--- src/rtl/id_ex_hazard_ctrl.sv ---
// id_ex_hazard_ctrl: tracks EX/MEM/WB destinations and returns stall/bubble to decode and EX operand forwarding selects.
// Build option HAZARD_FWD_EN: defined = forwarding + 1-cycle load-use stall; undefined = no forwarding, stall on any RAW in EX or MEM.
module id_ex_hazard_ctrl #(
  parameter int AW     = 3,
  parameter int SCNT_W = 8
) (
  input  logic              clk1,
  input  logic              rst,
  input  logic              id_valid,
  input  logic [AW-1:0]     id_ra,
  input  logic [AW-1:0]     id_rb,
  input  logic [AW-1:0]     id_rd,
  input  logic              id_uses_rb,
  input  logic              id_regdst,
  input  logic              id_regwrite,
  input  logic              id_memread,
  input  logic              id_flush,
  output logic              stall,
  output logic              bubble,
  output logic [1:0]        fwd_a,
  output logic [1:0]        fwd_b,
  output logic [SCNT_W-1:0] stall_cnt
);

  typedef struct packed {
    logic          v;
    logic [AW-1:0] ra;
    logic [AW-1:0] rb;
    logic [AW-1:0] dest;
    logic          rw;
    logic          mr;
  } slot_t;

  localparam logic [AW-1:0]     REG_ZERO  = {AW{1'b0}};
  localparam logic [SCNT_W-1:0] CNT_MAX   = {SCNT_W{1'b1}};
  localparam logic [SCNT_W-1:0] CNT_ONE   = {{(SCNT_W-1){1'b0}}, 1'b1};
  localparam slot_t             SLOT_NONE = {(3*AW+3){1'b0}};

  slot_t ex_r;
  slot_t mem_r;
  slot_t wb_r;
  slot_t id_slot_s;
  logic  raw_stall_s;
  logic  load_ex_s;
  logic  unused_s;

  // R0 is hardwired zero, so a slot only produces a value when it writes a non-zero register.
  function automatic logic slot_hit(input slot_t s, input logic [AW-1:0] src);
    return s.v & s.rw & (s.dest != REG_ZERO) & (s.dest == src);
  endfunction

  // Decode instruction packed into slot form, destination resolved through RegDst.
  always_comb begin
    id_slot_s      = SLOT_NONE;
    id_slot_s.v    = 1'b1;
    id_slot_s.ra   = id_ra;
    id_slot_s.rb   = id_rb;
    id_slot_s.dest = id_regdst ? id_rd : id_rb;
    id_slot_s.rw   = id_regwrite;
    id_slot_s.mr   = id_memread;
  end

  // Hazard detection, forwarding selects, and the flush override.
  always_comb begin
    raw_stall_s = 1'b0;
    fwd_a       = 2'b00;
    fwd_b       = 2'b00;
`ifdef HAZARD_FWD_EN
    raw_stall_s = id_valid & ex_r.mr &
                  (slot_hit(ex_r, id_ra) | (id_uses_rb & slot_hit(ex_r, id_rb)));
    // MEM holds the newer value, so it outranks WB.
    if (slot_hit(mem_r, ex_r.ra)) begin
      fwd_a = 2'b01;
    end else if (slot_hit(wb_r, ex_r.ra)) begin
      fwd_a = 2'b10;
    end else begin
      fwd_a = 2'b00;
    end
    if (slot_hit(mem_r, ex_r.rb)) begin
      fwd_b = 2'b01;
    end else if (slot_hit(wb_r, ex_r.rb)) begin
      fwd_b = 2'b10;
    end else begin
      fwd_b = 2'b00;
    end
`else
    raw_stall_s = id_valid &
                  (slot_hit(ex_r, id_ra)  | (id_uses_rb & slot_hit(ex_r, id_rb)) |
                   slot_hit(mem_r, id_ra) | (id_uses_rb & slot_hit(mem_r, id_rb)));
`endif
    stall  = raw_stall_s & ~id_flush;
    bubble = raw_stall_s | id_flush;
  end

  assign load_ex_s = id_valid & ~id_flush & ~stall;
  assign unused_s  = ^{ex_r.mr, mem_r, wb_r};

  // Slot shift register and saturating stall counter.
  always_ff @(posedge clk1) begin
    if (rst) begin
      ex_r      <= SLOT_NONE;
      mem_r     <= SLOT_NONE;
      wb_r      <= SLOT_NONE;
      stall_cnt <= {SCNT_W{1'b0}};
    end else begin
      wb_r  <= mem_r;
      mem_r <= ex_r;
      if (load_ex_s) begin
        ex_r <= id_slot_s;
      end else begin
        ex_r <= SLOT_NONE;
      end
      if (stall && (stall_cnt != CNT_MAX)) begin
        stall_cnt <= stall_cnt + CNT_ONE;
      end else begin
        stall_cnt <= stall_cnt;
      end
    end
  end

endmodule
--- config.mk ---
export PLATFORM = sky130hd
export DESIGN_NAME = id_ex_hazard_ctrl
export DESIGN_NICKNAME = d
export VERILOG_FILES = /design/src/rtl/id_ex_hazard_ctrl.sv
export SDC_FILE = /design/constraint.sdc
export NUM_CORES = 1
export LEC_CHECK = 0
export ABC_AREA = 1
export CELL_PAD_IN_SITES_DETAIL_PLACEMENT = 0
export CELL_PAD_IN_SITES_GLOBAL_PLACEMENT = 1
export CORE_UTILIZATION = 35
export CTS_BUF_LIST = sky130_fd_sc_hd__clkbuf_2
export DETAILED_ROUTE_END_ITERATION = 10
export GPL_TIMING_DRIVEN = 0
export PLACE_DENSITY_LB_ADDON = 0.1
export SETUP_SLACK_MARGIN = 0.02
export SYNTH_ARGS = -nofsm -noshare
export SYNTH_HDL_FRONTEND = slang
export SYNTH_SLANG_ARGS = --single-unit
--- constraint.sdc ---
create_clock -name clk1 -period 2.2 [get_ports clk1]
set_clock_uncertainty 0.05 [all_clocks]
set_input_delay 0.44 -clock clk1 [delete_from_list [all_inputs] [get_ports clk1]]
set_output_delay 0.44 -clock clk1 [all_outputs]
set_load 0.01 [all_outputs]
==> flow_metrics.tcl <==
set metrics [dict create \
    maxCapViolations 0 \
    gr-total-overflow 0 \
    cts_max_path_buffers 2 \
    synth_fa_ha_area_share_pct 1.21 \
    syn_avg_cell_area_sq_um 6.69 \
    seq_power_share_pct 59.8 \
    dieWidth_um 56.3 \
    worstPathArrival_ps 1520 \
    areaGrowthSynthToFinish_pct 32.6 \
    place.port_buffers 25 \
    drt_iter0_markers 21 \
    syn_inst 154 \
    hold_class "reg2reg" \
    tightest_slew_ps 504 \
    path_clk_slew_ps 170 \
    first_pass_iters 4 \
    wl_per_cell_um 10.1 \
    synthSimpleGateAreaFrac_pct 39.8 \
    clock_latency_ps 290 \
    crit_required_ps 1710 \
    rows 19 \
    synth_top_family_by_area "simple AND/OR/NAND/NOR gates" \
    synth_flop_cell "dfxtp_1" \
    slew_headroom_pct 66.4 \
    yosys.area.top_type "dfxtp_1" \
    dieArea_sq_um 3170 \
    layout-drive-gt1-share_pct 18.5 \
    multiInputGateArea_sq_um 574 \
    setup_ws_ps 191 \
    cts-root-buf "clkbuf_2" \
    pwr-share-comb_pct 14.9 \
    clkPwrFrac_pct 25.3 \
    final_cell_mix "nand2_1 (52), nor2_1 (19), clkdlybuf4s50_1 (16)" \
    synth_mux_area_share_pct 0.971 \
    start_util_pct 37.1 \
    seqCellArea_sq_um 368 \
    timing.hold.ws_ps 399 \
    boundaryPins 31 \
    finalSetupTns_ps 0 \
    cts_buffers 3 \
    grt_pass1_wl_um 3690 \
    power_mw 0.559 \
    routed_wl_um 2220 \
    power.switching_mw 0.148 \
    cp_max_fo 3 \
    end_kind "primary output" \
    cts-htree-levels 1 \
    start_kind "input pin" \
    gp_congestion 0.765 \
    synth-compound-area-share_pct 5.83 \
    leakage_nw 0.626 \
    route.vias.total 977 \
    final_common_cell "nand2_1" \
    drv_slew 0 \
    antenna_cells 0 \
    synth_seq_cells 18 \
    layout.nets 208 \
    antenna_found_initial 0 \
    rsz0062_at_grt "true" \
    p_sw_share_pct 26.4 \
    ant_nets 0 \
    peakVddDrop_mv 0.312 \
    fillers 299 \
    setup_viol_count_final 0 \
    synthArstFlopShare_pct 0 \
    yosys-top-cells-area "dfxtp_1 (35%), nand2_1 (19%), nor2_1 (7.6%)" \
    yosysUniqueCellTypes 25 \
    status "complete, no violations" \
    yosysWarnings 0 \
    netlist.area_leader.share_pct 35.0 \
    cts_tree "done" \
    cts.sinks 18 \
    grt_pass1_vias 868 \
    dp_slack_ps -529 \
    power.density_nw_per_um2 409 \
    core-area_sq_um 2780 \
    grt_max_degree 11 \
    synth-xor-area-share_pct 5.95 \
    p_int_mw 0.411 \
    synth_enable_flop_cells 0 \
    hold_viol 0 \
    criticalPathCategory "in2out" \
    drt-vias-per-instance 4.44 \
    fin_crit_sh_pct 91.3 \
    drc 0 \
    seq_area_frac_synth_pct 35.0 \
    synth_area_sq_um 1030 \
    min_period_ps 2010 \
    timing.fmax_mhz 498 \
    hpwl_um 1740 \
    grt_usage_pct 15.0 \
    fp.dieH_um 56.3 \
]
-- critical path, cell delays in order --
cell	delay [ps]
dlygate4sd2_1	250
inv_1	90
nand2_1	60
nand2_1	60
nor2_2	70
nand2_1	60
nand2_1	70
nand2_2	70
nand2_4	90
nand2_1	60
nand2_1	70
clkbuf_2	130
-- layout make-up --
class / count / area share (%)
Tap cell: 31 / 2.84
Multi-Input combinational cell: 113 / 42.0
Clock buffer: 3 / 1.10
Sequential cell: 18 / 26.9
Inverter: 21 / 5.76
Timing Repair Buffer: 28 / 18.7
Clock inverter: 1 / 0.274
Buffer: 5 / 2.47
-- through the flow --
| stage | cell area (sq um) | utilization [%] | instances |
|---|---|---|---|
| after floorplan | 1040 | - | 157 |
| after global placement | 1330 | 47.9 | 213 |
| after detailed placement | 1330 | 47.9 | 213 |
| after CTS | 1350 | 48.5 | 218 |
| after global routing | 1370 | 49.2 | 220 |
| final | 1370 | 49.2 | 220 |
-- cell usage after synthesis, types with 2 or more instances --
cell type	count
inv_2	4
nand3_1	5
inv_1	17
xor2_1	4
nor3_1	2
xnor2_1	3
nand2_2	2
a21oi_1	8
nor2_2	2
dfxtp_1	18
nand2_1	52
nor2_1	21
buf_4	4
-- metal layers --
metal / part of all wire, % / global-route usage [%]
met2: 46 / 25.0
met4: 0.59 / 6.27
met1: 49 / 19.1
met3: 4.6 / 2.76
met5: 0 / 0
-- power groups by stage --
stage | registers (mW) | clock network, mW | logic [mW]
6_report | 0.334 | 0.141 | 0.0835
3_3_place_gp | 0.340 | 0 | 0.0867
3_5_place_dp | 0.341 | 0 | 0.0876
5_1_grt | 0.335 | 0.168 | 0.0942
2_1_floorplan | 0.340 | 0 | 0.0440
4_1_cts | 0.334 | 0.150 | 0.0831
-- state kept, by name, indices dropped and copies added, names as in the netlist --
register,flops
ex_r,5
mem_r,5
stall_cnt,8
-- final timing paths --
| path | startpoint | end | slack [ps] | cells after the start |
|---|---|---|---|---|
| setup / recovery | id_rb[0] | bubble | 190 | 12 |
| hold / removal | ex_r[11] | mem_r[11] | 400 | 2 |
| setup reg to reg | stall_cnt[1] | stall_cnt[7] | 540 | 8 |
| hold reg to reg | ex_r[11] | mem_r[11] | 400 | 2 |
-- logic make-up (layout without fill, tap and decap cells) --
kind of cell               after synthesis  after routing
adders and majority gates                1              1
AOI/OAI and AO/OA                       11             11
DFF                                     18             18
buffers and inverters                   26             58
xor gates and xnor gates                 7              7
muxes                                    1              1
other                                    1              4
and+or+nand+nor                         89             89
-- what timing repair did --
item / CTS / global route
cloned: 0 / 0
pin swaps: 1 / 4
setup endpoints to repair: 2 / 2
hold endpoints to repair: 0 / 0
gates resized for setup: 12 / 13
setup buffers: 1 / 2
hold buffers: 0 / 0
Note: power is estimated with default switching activity, not from simulation.
